<file path="src/rtl/game_timer_pkg.sv">
// Shared state encodings, widths and the BCD helper for the game timer round sequencer.
package game_timer_pkg;

  localparam int unsigned SEC_W = 7;
  localparam int unsigned BCD_W = 8;

  typedef enum logic [2:0] {
    StIdle      = 3'd0,
    StCountdown = 3'd1,
    StPlay      = 3'd2,
    StWin       = 3'd3,
    StLose      = 3'd4
  } state_e;

  // Values above 99 keep only their last two decimal digits.
  function automatic logic [BCD_W-1:0] bin2bcd(input logic [SEC_W-1:0] bin);
    int unsigned v;
    v = 32'(bin) % 100;
    return {4'(v / 10), 4'(v % 10)};
  endfunction

endpackage

</file>
<file path="src/rtl/game_timer_ctrl_if.sv">
// Control/status bundle between the round sequencer and the game logic / sprite renderer.
interface game_timer_ctrl_if;
  import game_timer_pkg::*;

  logic             start;
  logic             pause;
  logic             player_win;
  logic [2:0]       state;
  logic [SEC_W-1:0] seconds_left;
  logic             tick_1hz;
  logic             show_countdown;
  logic             round_active;
  logic             game_over;
  logic [BCD_W-1:0] seconds_bcd;

  modport master (
    output start, pause, player_win,
    input  state, seconds_left, tick_1hz, show_countdown, round_active, game_over, seconds_bcd
  );

  modport slave (
    input  start, pause, player_win,
    output state, seconds_left, tick_1hz, show_countdown, round_active, game_over, seconds_bcd
  );

endinterface

</file>
<file path="src/rtl/sec_prescaler.sv">
// Divides clk down to a one-second strobe; tick is high in the cycle the count wraps.
module sec_prescaler #(
  parameter int unsigned CLK_HZ = 50000000
) (
  input  logic clk,
  input  logic resetn,
  input  logic enable,
  input  logic clear,
  output logic tick
);

  localparam int unsigned CntW = (CLK_HZ > 1) ? $clog2(CLK_HZ) : 1;
  localparam logic [CntW-1:0] CntMax = CntW'(CLK_HZ - 1);

  logic [CntW-1:0] cnt_q, cnt_d;

  assign tick = enable && (cnt_q == CntMax);

  always_comb begin
    cnt_d = cnt_q;
    if (clear) begin
      cnt_d = '0;
    end else if (enable) begin
      cnt_d = tick ? '0 : cnt_q + 1'b1;
    end
  end

  always_ff @(posedge clk or negedge resetn) begin
    if (!resetn) begin
      cnt_q <= '0;
    end else begin
      cnt_q <= cnt_d;
    end
  end

endmodule

</file>
<file path="src/rtl/game_timer_ctrl.sv">
// Round sequencer: IDLE -> COUNTDOWN -> PLAY -> WIN/LOSE, with the 1 Hz prescaler and seconds counter.
// Optional GAME_TIMER_BCD_EN builds a registered binary-to-BCD copy of seconds_left.
module game_timer_ctrl
  import game_timer_pkg::*;
#(
  parameter int unsigned CLK_HZ       = 50000000,
  parameter int unsigned COUNT_SEC    = 8,
  parameter int unsigned ROUND_SEC    = 99,
  parameter int unsigned END_HOLD_SEC = 5
) (
  input logic              clk,
  input logic              resetn,
  game_timer_ctrl_if.slave bus
);

  localparam int unsigned HoldW = 4;

  state_e           state_q, state_d;
  logic [SEC_W-1:0] sec_q, sec_d;
  logic [HoldW-1:0] hold_q, hold_d;
  logic             start_q;
  logic             tick_q;
  logic             start_rise;
  logic             sec_tick;
  logic             presc_en;

  assign start_rise = bus.start & ~start_q;

  always_comb begin
    presc_en = 1'b0;
    case (state_q)
      StCountdown, StPlay: presc_en = ~bus.pause;
      StWin, StLose:       presc_en = 1'b1;
      default:             presc_en = 1'b0;
    endcase
  end

  // Any state change restarts the second, so each phase begins on a full count.
  sec_prescaler #(
    .CLK_HZ(CLK_HZ)
  ) u_sec_prescaler (
    .clk   (clk),
    .resetn(resetn),
    .enable(presc_en),
    .clear (state_d != state_q),
    .tick  (sec_tick)
  );

  always_comb begin
    state_d = state_q;
    sec_d   = sec_q;
    hold_d  = hold_q;
    unique case (state_q)
      StIdle: begin
        if (start_rise) begin
          state_d = StCountdown;
          sec_d   = SEC_W'(COUNT_SEC);
        end
      end
      StCountdown: begin
        if (sec_tick) begin
          if (sec_q <= 7'd1) begin
            state_d = StPlay;
            sec_d   = SEC_W'(ROUND_SEC);
          end else begin
            sec_d = sec_q - 7'd1;
          end
        end
      end
      StPlay: begin
        // A win beats a simultaneous final tick and keeps the pre-tick value.
        if (bus.player_win) begin
          state_d = StWin;
          hold_d  = '0;
        end else if (sec_tick) begin
          if (sec_q <= 7'd1) begin
            state_d = StLose;
            sec_d   = '0;
            hold_d  = '0;
          end else begin
            sec_d = sec_q - 7'd1;
          end
        end
      end
      StWin, StLose: begin
        if (start_rise) begin
          state_d = StIdle;
        end else if (sec_tick) begin
          if (hold_q == HoldW'(END_HOLD_SEC - 1)) begin
            state_d = StIdle;
          end else begin
            hold_d = hold_q + 1'b1;
          end
        end
      end
      default: state_d = StIdle;
    endcase
  end

  always_ff @(posedge clk or negedge resetn) begin
    if (!resetn) begin
      state_q <= StIdle;
      sec_q   <= '0;
      hold_q  <= '0;
      start_q <= 1'b0;
      tick_q  <= 1'b0;
    end else begin
      state_q <= state_d;
      sec_q   <= sec_d;
      hold_q  <= hold_d;
      start_q <= bus.start;
      tick_q  <= sec_tick;
    end
  end

  assign bus.state          = state_q;
  assign bus.seconds_left   = sec_q;
  assign bus.tick_1hz       = tick_q;
  assign bus.show_countdown = (state_q == StCountdown);
  assign bus.round_active   = (state_q == StPlay) & ~bus.pause;
  assign bus.game_over      = (state_q == StWin) | (state_q == StLose);

`ifdef GAME_TIMER_BCD_EN
  logic [BCD_W-1:0] bcd_q;

  always_ff @(posedge clk or negedge resetn) begin
    if (!resetn) begin
      bcd_q <= '0;
    end else begin
      bcd_q <= bin2bcd(sec_q);
    end
  end

  assign bus.seconds_bcd = bcd_q;
`else
  assign bus.seconds_bcd = '0;
`endif

endmodule

</file>
<file path="src/flat_wrapper.sv">
// flat-port wrapper written by rule: the top's interface ports become plain ports
module game_timer_ctrl_flat import game_timer_pkg::*;
#(
  parameter int unsigned CLK_HZ       = 50000000,
  parameter int unsigned COUNT_SEC    = 8,
  parameter int unsigned ROUND_SEC    = 99,
  parameter int unsigned END_HOLD_SEC = 5
)
  (clk, resetn, bus_start, bus_pause, bus_player_win, bus_state, bus_seconds_left, bus_tick_1hz, bus_show_countdown, bus_round_active, bus_game_over, bus_seconds_bcd);
  game_timer_ctrl_if bus_i ();
  input logic clk;
  input logic resetn;
  input wire logic [$bits(bus_i.start)-1:0] bus_start;
  input wire logic [$bits(bus_i.pause)-1:0] bus_pause;
  input wire logic [$bits(bus_i.player_win)-1:0] bus_player_win;
  output wire logic [$bits(bus_i.state)-1:0] bus_state;
  output wire logic [$bits(bus_i.seconds_left)-1:0] bus_seconds_left;
  output wire logic [$bits(bus_i.tick_1hz)-1:0] bus_tick_1hz;
  output wire logic [$bits(bus_i.show_countdown)-1:0] bus_show_countdown;
  output wire logic [$bits(bus_i.round_active)-1:0] bus_round_active;
  output wire logic [$bits(bus_i.game_over)-1:0] bus_game_over;
  output wire logic [$bits(bus_i.seconds_bcd)-1:0] bus_seconds_bcd;
  assign bus_i.start = bus_start;
  assign bus_i.pause = bus_pause;
  assign bus_i.player_win = bus_player_win;
  assign bus_state = bus_i.state;
  assign bus_seconds_left = bus_i.seconds_left;
  assign bus_tick_1hz = bus_i.tick_1hz;
  assign bus_show_countdown = bus_i.show_countdown;
  assign bus_round_active = bus_i.round_active;
  assign bus_game_over = bus_i.game_over;
  assign bus_seconds_bcd = bus_i.seconds_bcd;
  game_timer_ctrl #(.CLK_HZ(CLK_HZ), .COUNT_SEC(COUNT_SEC), .ROUND_SEC(ROUND_SEC), .END_HOLD_SEC(END_HOLD_SEC)) u_core (.clk(clk), .resetn(resetn), .bus(bus_i));
endmodule
</file>
<file path="config.mk">
export PLATFORM = sky130hd
export DESIGN_NAME = game_timer_ctrl_flat
export DESIGN_NICKNAME = d
export VERILOG_FILES = /design/src/rtl/game_timer_pkg.sv /design/src/rtl/game_timer_ctrl_if.sv /design/src/rtl/sec_prescaler.sv /design/src/rtl/game_timer_ctrl.sv /design/src/flat_wrapper.sv
export SDC_FILE = /design/constraint.sdc
export NUM_CORES = 1
export LEC_CHECK = 0
export BUFFER_PORTS_ARGS = -buffer_cell sky130_fd_sc_hd__clkbuf_2
export CORE_MARGIN = 2
export CORE_UTILIZATION = 45
export CTS_BUF_LIST = sky130_fd_sc_hd__clkbuf_8
export DETAILED_ROUTE_END_ITERATION = 8
export PLACE_DENSITY = 0.71
export SETUP_SLACK_MARGIN = 0.4
export SYNTH_ARGS = -nofsm -noshare
export SYNTH_HDL_FRONTEND = slang
export SYNTH_HIERARCHICAL = 1
export SYNTH_SLANG_ARGS = --single-unit
</file>
<file path="constraint.sdc">
create_clock -name clk -period 5.2 [get_ports clk]
set_clock_uncertainty 0.2 [all_clocks]
set_input_delay 1.04 -clock clk [delete_from_list [all_inputs] [get_ports clk]]
set_output_delay 1.04 -clock clk [all_outputs]
set_load 0.01 [all_outputs]
</file>
* After elaboration in Yosys (flattened, before gate mapping) *
Cells that the tools add are included.

word-level totals
  flip-flop bits (word level) = 42
  logic and storage cells = 68
  input port bits = 5
  output and inout port bits = 22

operators by class
  multiplexer cells = 28
  equal/unequal tests = 16
  reductions and logical operators = 9
  magnitude comparators = 1
  add/sub/neg operators = 3
  bitwise logic cells = 5

operators by type and width
  operator                 count
  $mux W26                 3
  $mux W7                  6
  $mux W3                  9
  $add A26 B1 Y26 const B  1
  $eq A26 B26 Y1 const B   1
  $mux W4                  6
  $pmux W7 S3              1
  $pmux W3 S4              1
  $ne A2 B1 Y1 const B     4
  $pmux W4 S2              1
  $le A7 B1 Y1 const B     1
  $sub A7 B1 Y7 const B    1
  $eq A3 B2 Y1 const B     2
  $ne A2 B2 Y1 const B     3
  $ne A3 B2 Y1 const B     2
  $reduce_and A6 Y1        1
  $reduce_and A5 Y1        1
  $add A4 B1 Y4 const B    1
  $eq A4 B3 Y1 const B     1
  $reduce_bool A2 Y1       2
  $reduce_or A2 Y1         2
  $eq A3 B1 Y1 const B     1
  $eq A3 B3 Y1 const B     1
  $logic_not A3 Y1         1
  7 further kinds          9

* Longest topological paths before layout *
Gate-level depths: netlist of the first run.

  depth after elaboration = 9
  gate-level depth with buffers = 19
  depth with buffers taken out = 17

* By module *
Netlist of the first run, hierarchy kept.

modules (own cells, without submodules)
  module           area an instance (um2)  seq. area each (um2)  cells each  times used
  sec_prescaler    1492.7                  650.6                 157         1
  game_timer_ctrl  1204.9                  400.4                 136         1

* Least setup slack after synthesis of the first run *
OpenSTA, ideal clock, no wires.

  kind = input-to-reg
  start = input port bus_pause
  end = register u_core.u_sec_prescaler.cnt_q[19]
  arrival time = 3937 ps
  setup time = 120 ps
  slack = 943 ps
  buffers on the path = 1
  data required time = 4880 ps
  stages on the path = 15
  cell sequence = o21ai_0 > nor4b_1 > and4_1 > nand2_1 > inv_1 > nand4_2 > or2_1 > a211oi_1 > o31a_1 > buf_2 > o2111ai_1 > nor4_2 > nand4_1 > xor2_1 > nor2_2

between the ends
  cells in the longest elaborated chain, start to end = 8
  elaborated cells on any way between the ends = 14
  classes of those cells = eq/ne (1); mux (10); bitwise (1); reduce/logical (2)

RTL lines
  item                                                   line                                          text
  start: declaration                                     flat_wrapper.sv:14                            input wire logic [$bits(bus_i.pause)-1:0] bus_pause;
  $not A1 Y1 *                                           game_timer_ctrl.sv:32                         StCountdown, StPlay: presc_en = ~bus.pause;
  $pmux W1 S2 *                                          game_timer_ctrl.sv:31                         case (state_q)
  $logic_and A1 B1 Y1 *                                  sec_prescaler.sv:17                           assign tick = enable && (cnt_q == CntMax);
  named net u_core.sec_tick                              game_timer_ctrl.sv:24                         logic sec_tick;
  $mux W3, on equally long branches                      game_timer_ctrl.sv:88, game_timer_ctrl.sv:75
  $mux W3, on equally long branches                      game_timer_ctrl.sv:86, game_timer_ctrl.sv:72
  $pmux W3 S4                                            game_timer_ctrl.sv:53                         unique case (state_q)
  $ne A3 B3 Y1                                           game_timer_ctrl.sv:45                         .clear (state_d != state_q),
  $mux W26 / $reduce_bool A2 Y1 (equally long branches)  --
  end signal: assignment                                 sec_prescaler.sv:32                           cnt_q <= cnt_d;
  end: declaration                                       sec_prescaler.sv:15                           logic [CntW-1:0] cnt_q, cnt_d;

The timed path passes the listed nets; every way through them passes the cells marked *. The select of a mux whose other input is x is not followed.
A chain may end at the register's enable or synchronous reset.

* Worst setup path after layout of the first run *
  start = register u_core.state_q[1], in the netlist u_core/bus.state[1]
  end = register u_core.u_sec_prescaler.cnt_q[9]

between the ends
  cells in the longest elaborated chain, start to end = 9
  elaborated cells on any way between the ends = 24
  classes of those cells = eq/ne (5); mux (14); reduce/logical (5)

RTL lines
  item                                                   line                                          text
  start: declaration                                     game_timer_ctrl.sv:18                         state_e state_q, state_d;
  start signal: assignment                               game_timer_ctrl.sv:102                        state_q <= StIdle;
  start signal: assignment                               game_timer_ctrl.sv:108                        state_q <= state_d;
  $eq A3 B3 Y1, or another cell as far along             game_timer_ctrl.sv:31
  $reduce_or A2 Y1                                       game_timer_ctrl.sv:31
  $pmux W1 S2 *                                          game_timer_ctrl.sv:31
  named net u_core.presc_en                              game_timer_ctrl.sv:25                         logic presc_en;
  $logic_and A1 B1 Y1 *                                  sec_prescaler.sv:17
  named net u_core.sec_tick                              game_timer_ctrl.sv:24
  $mux W3, on equally long branches                      game_timer_ctrl.sv:88, game_timer_ctrl.sv:75
  $mux W3, on equally long branches                      game_timer_ctrl.sv:86, game_timer_ctrl.sv:72
  $pmux W3 S4                                            game_timer_ctrl.sv:53
  $ne A3 B3 Y1                                           game_timer_ctrl.sv:45
  $mux W26 / $reduce_bool A2 Y1 (equally long branches)  --

Marks and branches as above.

==> results of run 1 <==
critical path, stage by stage, from the launching register on:
cell and delay [ps]:
dfrtp_1 530, or3b_1 440, o21a_2 170, o21ai_0 120
nor4b_2 270, and4_1 280, nand2_1 130, inv_2 160
nand4_2 150, or2_1 280, a211oi_1 240, o31a_1 140
buf_4 160, o2111a_1 270, and4_1 270, nand3_1 110
xor2_1 160, nor2_1 50
how the worst min path moves through the flow:
stage	slack [ps]	end	cells after the start
after CTS	310	u_core/bus.state[1]$_DFF_PN0_	1
after global routing	350	u_core/bus.state[1]$_DFF_PN0_	1
after floorplan	280	u_core/hold_q[3]$_DFFE_PN0P_	1
after detailed placement	300	u_core/bus.state[1]$_DFF_PN0_	1
final	310	u_core/bus.state[1]$_DFF_PN0_	1
after global placement	310	u_core/bus.state[1]$_DFF_PN0_	1
cells in the mapped netlist, drive strengths merged (2+ instances only):
cell type  count
a211oi         3
a21o           4
a21oi         13
a31oi          6
and2           3
and3           5
and4           3
buf           14
clkbuf         2
dfrtp         42
ha             6
inv           13
mux2           2
mux2i          3
nand2         18
nand2b         7
nand3         21
nand3b         4
nand4         10
nand4b         4
nor2          35
nor3           7
nor4           6
o211ai         3
o21ai          8
o21bai         2
o22a           3
o2bb2ai        2
o31ai          2
or3            4
xnor2          6
xor2          14
cell families (layout without fill, tap and decap cells):
family                     Yosys count  in the layout  synth area share [%]
adders and majority gates            6              6                  2.78
muxes                                5              5                  1.95
xor gates and xnor gates            20             20                  6.49
buffers and inverters               29             43                  5.66
DFF                                 42             42                  39.0
other                                1              8                 0.139
AOI/OAI and AO/OA                   57             57                  15.1
and+or+nand+nor                    133            133                  28.9
routing by layer:
layer	part of all wire, %	vias to the layer above	routed length [µm]
li1	-	1090	-
met1	46	1070	2680
met2	48	74	2770
met3	5.0	8	289
met4	1.5	0	87
met5	0	-	0
power by group:
group | switching, mW | internal [mW]
clock | 0.107 | 0.105
sequential | 0.0302 | 0.346
combinational | 0.0903 | 0.0544
final cells by class:
type / count / area (µm²)
fillers: 555 / 2910
well taps: 75 / 93.8
clock buffers: 6 / 82.6
clock inverters: 2 / 8.76
multi-input cells: 229 / 1540
inverters: 13 / 48.8
flip-flops and latches: 42 / 1050
repair buffers: 22 / 120
sequential cells by signal, indices dropped and copies added (netlist names):
signal,flops
u_core/start_q,1
u_core/bus.state,3
u_core/bus.tick_1hz,1
u_core/u_sec_prescaler/cnt_q,26
u_core/bus.seconds_left,7
u_core/hold_q,4
stage by stage:
stage | area (µm²) | power, mW
detailed placement | 2830 | 0.524
global placement | 2830 | 0.522
global route | 2940 | 0.776
CTS | 2920 | 0.740
floorplan | 2720 | 0.480
finish | 2940 | 0.733
what timing repair did:
item	in CTS	in global routing
resized for setup	0	4
endpoints found under the setup margin	0	20
buffers inserted	0	1
==> results.md, run 1 <==
* Status: finished clean
* Slew Viols, Final at 0
* Die area at 6630 µm²
* Core Box Area at 5850 µm²
* Core Util, Final at 50.3%
* Routing usage on met3 at 3.63%
* VDD IR-drop max at 135 µV
* Leak Pwr at 1.33 nW
* Crit path DAT at 4260 ps
* Final hold violations at 0
* Via density at 5.76
* Commonest non-fill, non-tap cell in the layout: dfrtp_1
* Register-to-Register Setup Slack at 890 ps
* Met1 usage at 25.3%
* Post-CTS Hold Fix Bufs at 0
* Critical Path RT at 5150 ps
* Drt total wl at 5820 µm
* Netlist cell types at 63
* FF+latch count, synth at 42
* Fin crit period at 4310 ps
* Register area share after synthesis at 39.0%
* Setup TNS at 0 ps
* Die H at 81.4 µm
* Number of global-route vias before repair at 2,099
* R2r worst-path depth at 17
* Num Clock Sinks at 42
* Worst hold slack at 307 ps
* Final #Nets at 324
* Hold Startpoint: u_core/bus.state[2]$_DFF_PN0_
* Layout area overhead at 9.04%
* Starting DRT DRC Count at 142
* Final ANT Viol Nets at 0
* GRT Residual Overflow at 0
* Crit path capture type: flip-flop
* Vias at 2,242
* RePlAce Congestion at 0.928
* Clock Latency Late Sink at 300 ps
* CP Capture Point: u_core/u_sec_prescaler/cnt_q[9]$_DFFE_PN0P_
* Met2 Resource Use GR at 31.3%
* Root Driver: clkbuf_8
* Largest area contributor in the netlist: dfrtp_1
* Post-Synthesis Cell Area at 2700 µm²
* CTS Buffer Depth at 2
* Final setup violation count at 0
* Drt drc at 0
* # rows at 28
* H-tree levels at 2
* GRT Total Usage at 19.0%
* DP Cell Count at 380
* Num CTS Buffers at 5
* Max-slew headroom at 30.6%
* Number of synthesized flops with an enable pin at 0
* Dpl hpwl at 4180 µm
* IO Pins at 27
* Crit start category: flip-flop
* Setup CP Type: flip-flop to flip-flop
* Syn avg cell area at 9.21 µm²
* Max cap viols at 0
* R2R Path Start: u_core/bus.state[1]$_DFF_PN0_
* Synth Warn # at 6
* Synth top area cells: dfrtp_1, nor2_1, xor2_1, nand3_1, ha_1
* Routed length per instance at 15.0 µm
* Starting Density at 46.1%
* Main synth FF type: dfrtp_1
* Post-Synthesis Cells at 293
* Buffers added on ports at 18
* Global route hottest layer: met2
* CP max FO at 15
* Worst min-delay path class: flip-flop to flip-flop
* Area fraction of the dominant cell type after synthesis at 39.0%
* RSZ-0062 raised after global routing: false
* Pre-Repair DR Iteration Count at 4
* CTS tree: done
* Setup WS pre-CTS at 426 ps
* Clk pin slew, worst setup/hold paths at 70 ps
* R2R Path End: u_core/u_sec_prescaler/cnt_q[9]$_DFFE_PN0P_
* Worst Tran Pin Value at 1040 ps
* Max Fclk at 232 MHz
* Setup ws final at 891 ps
* First-pass GRT wire length at 9910 µm
* Largest net degree at the start of global routing at 43
* Number of diodes at 0
* Critical path origin: u_core/bus.state[1]$_DFF_PN0_
* Initial antenna violation count at 0
* Asr flop ratio synth at 100%
* P per Cell Area at 249 nW/µm²
* Non-Filler Instances at 389
* Layout cells sized above 1 at 15.0%
* Die X-Extent at 81.4 µm
* Tcrit/Tclk final at 82.9%
* Commonest non-fill, non-tap cells in the layout: dfrtp_1, nor2_1, clkbuf_2, nand3_1, nand2_1
Power figures use the tool's default switching activity.
==> run 2, diff against run 1 <==
Clock period 5.2 ns to 4.3 ns, I/O delays scaled along.
==> run 2 against run 1 <==
Worst setup slack got worse by 350 ps. Critical path depth decreased by 1. Sequential share of layout area decreased by 2.5 points. Sequential cell count unchanged. Global-route usage increased by 0.33 points. Hold slack improved by 34 ps. Critical path type unchanged. Core utilization increased by 3.9 points. First-iteration DRC count increased by 23%. Power increased by 20%. Combinational power increased by 30%. Cell count increased by 4.9%. Clock-buffer cell count decreased by 1.
==> results.md, run 2 (synthesized netlist as in run 1, its figures left out) <==
* Setup TNS at 0 ps (unchanged)
* Critical-path cell list: or3b_4 -> o21a_4 -> o21ai_4 -> nor4b_4 -> and4_4 -> nand2_4 -> inv_6 -> nand4_4 -> or2_4 -> a211oi_2 -> o31a_1 -> o2111ai_2 -> nor4_4 -> nand4_1 -> xor2_1 -> nor2_2 (was or3b_1 -> o21a_2 -> o21ai_0 -> nor4b_2 -> and4_1 -> nand2_1 -> inv_2 -> nand4_2 -> or2_1 -> a211oi_1 -> o31a_1 -> buf_4 -> o2111a_1 -> and4_1 -> nand3_1 -> xor2_1 -> nor2_1)
* Crit path DAT at 3750 ps (was 4260 ps)
* Worst hold slack at 341 ps (was 307 ps)
* GRT Residual Overflow at 0 (unchanged)
* Commonest non-fill, non-tap cell in the layout: dfrtp_1 (unchanged)
* CTS tree: done (unchanged)
* Seq pwr share at 51.7% (was 51.3%)
* Sw Pwr at 283 µW (was 228 µW)
* # rows at 28 (unchanged)
* Number of diodes at 0 (unchanged)
* Non-Filler Instances at 408 (was 389)
* RePlAce Congestion at 0.969 (was 0.928)
* Switching Share at 32.2% (was 31.1%)
* Slew Viols, Final at 0 (unchanged)
* Vias at 2,353 (was 2,242)
* Final #Nets at 344 (was 324)
* Core Util, Final at 54.2% (was 50.3%)
* Core Box Area at 5850 µm² (unchanged)
* H-tree levels at 2 (unchanged)
* P per Cell Area at 278 nW/µm² (was 249 nW/µm²)
* Internal power at 597 µW (was 505 µW)
* Die X-Extent at 81.4 µm (unchanged)
* Die H at 81.4 µm (unchanged)
* Final hold violations at 0 (unchanged)
* Leak Pwr at 1.44 nW (was 1.33 nW)
* CTS Buffer Depth at 2 (unchanged)
* CP top delay family: simple AND/OR/NAND/NOR gates (unchanged)
* Layout cells sized above 1 at 24.3% (was 15.0%)
* RSZ-0062 raised after global routing: true (was false)
* Drt total wl at 6290 µm (was 5820 µm)
* FILL cells at 531 (was 555)
* Commonest non-fill, non-tap cells in the layout: dfrtp_1, nor2_1, buf_4, clkbuf_2, nand3_1 (was dfrtp_1, nor2_1, clkbuf_2, nand3_1, nand2_1)
* IO Pins at 27 (unchanged)
* Root Driver: clkbuf_8 (unchanged)
* Buffers added on ports at 18 (unchanged)
* Clk pin slew, worst setup/hold paths at 80 ps (was 70 ps)
* Largest Register: u_core/u_sec_prescaler/cnt_q (unchanged)
* Clock Power Share at 27.0% (was 29.0%)
* Via density at 5.77 (was 5.76)
* DP Cell Count at 384 (was 380)
* GRT Total Usage at 19.3% (was 19.0%)
* Status: finished clean (unchanged)
* Starting Density at 46.1% (unchanged)
* VDD IR-drop max at 177 µV (was 135 µV)
* Number of global-route vias before repair at 2,135 (was 2,099)
* Tcrit/Tclk final at 87.4% (was 82.9%)
* Largest net degree at the start of global routing at 43 (unchanged)
* Final setup violation count at 0 (unchanged)
* Num Clock Sinks at 42 (unchanged)
* Final total power at 880 µW (was 733 µW)
* Pre-Repair DR Iteration Count at 4 (unchanged)
* Setup CP Type: flip-flop to flip-flop (unchanged)
* Max cap viols at 0 (unchanged)
* Routed length per instance at 15.4 µm (was 15.0 µm)
* Initial antenna violation count at 0 (unchanged)
* Max Fclk at 266 MHz (was 232 MHz)
* Slowest CP cell: dfrtp_2 (was dfrtp_1)
* Dpl hpwl at 4090 µm (was 4180 µm)
* First-pass GRT wire length at 9930 µm (was 9910 µm)
* Max-slew headroom at 32.1% (was 30.6%)
* Starting DRT DRC Count at 174 (was 142)
* Drt drc at 0 (unchanged)
* Final ANT Viol Nets at 0 (unchanged)
* Crit start category: flip-flop (unchanged)
* Slowest cell delay on critical path at 450 ps (was 530 ps)
* CP max FO at 6 (was 15)
* Num CTS Buffers at 5 (unchanged)
* Post-CTS Hold Fix Bufs at 0 (unchanged)
* Worst min-delay path class: flip-flop to flip-flop (unchanged)
* Layout area overhead at 17.5% (was 9.04%)
* Worst Tran Pin Value at 1020 ps (was 1040 ps)
* Clock Latency Late Sink at 300 ps (about the same)
* Critical Path RT at 4290 ps (was 5150 ps)
* Worst Path Buf+Inv at 1 (was 2)
* Max reg flops at 26 (unchanged)
* Fin crit period at 3760 ps (was 4310 ps)
* Crit path capture type: flip-flop (unchanged)
* Die area at 6630 µm² (unchanged)
* Comb pwr share at 21.3% (was 19.7%)
==> run 2: cell count changes in the layout (fill, tap and decap cells not counted), moves of 2 or more <==
cell     previous run  this run
and4_1              3         1
buf_4               4        24
dfrtp_1            41        39
dfrtp_2             1         3
nand2_1            17        15
nor4_1              4         2
nor4_2              0         2
==> run 2: metrics by stage <==
stage / worst slack [ps] / area [µm²]
floorplan: 406 / 2730
global placement: 169 / 2860
detailed placement: 20.4 / 2860
CTS: 417 / 3060
global route: 314 / 3170
finish: 542 / 3170
==> run 2: layout make-up <==
| type | instances | area (µm²) | area share, % |
|---|---|---|---|
| clock buffer | 5 | 68.8 | 2.17 |
| clock inverter | 2 | 7.51 | 0.237 |
| inverter | 13 | 53.8 | 1.70 |
| multi-input combinational | 229 | 1620 | 51.1 |
| sequential | 42 | 1050 | 33.3 |
| tap | 75 | 93.8 | 2.96 |
| timing repair buffer | 42 | 270 | 8.53 |
==> run 2: path summary, 6_finish.rpt <==
path | startpoint | depth (start not counted) | slack (ps) | endpoint
max reg2reg | u_core/bus.state[1]$_DFF_PN0_ | 16 | 540 | u_core/u_sec_prescaler/cnt_q[19]$_DFFE_PN0P_
max | u_core/bus.state[1]$_DFF_PN0_ | 16 | 540 | u_core/u_sec_prescaler/cnt_q[19]$_DFFE_PN0P_
min reg2reg | u_core/hold_q[3]$_DFFE_PN0P_ | 1 | 340 | u_core/hold_q[3]$_DFFE_PN0P_
max in group asynchronous | resetn | 1 | 2690 | u_core/bus.state[2]$_DFF_PN0_
min | u_core/hold_q[3]$_DFFE_PN0P_ | 1 | 340 | u_core/hold_q[3]$_DFFE_PN0P_
min in group asynchronous | resetn | 1 | 530 | u_core/hold_q[0]$_DFFE_PN0P_
==> run 2: power groups by stage <==
stage	Clock (mW)	Combinational [mW]	Sequential [mW]
6_report	0.237	0.188	0.455
5_1_grt	0.265	0.210	0.460
4_1_cts	0.249	0.185	0.454
3_5_place_dp	0	0.175	0.461
3_3_place_gp	0	0.173	0.460
2_1_floorplan	0	0.121	0.460
==> run 2: repair_timing <==
item                                    in CTS  in global routing
buffers inserted                             9                  8
endpoints found under the setup margin      18                 15
resized for setup                           11                 14
pin swaps                                    7                 14
==> run 2: metal layers <==
layer,vias to the layer above,track usage [%],wire [µm]
met5,-,0,0
met4,0,6.44,69
met3,7,3.63,291
met2,68,32.3,3100
met1,1147,25.2,2830
li1,1131,-,-
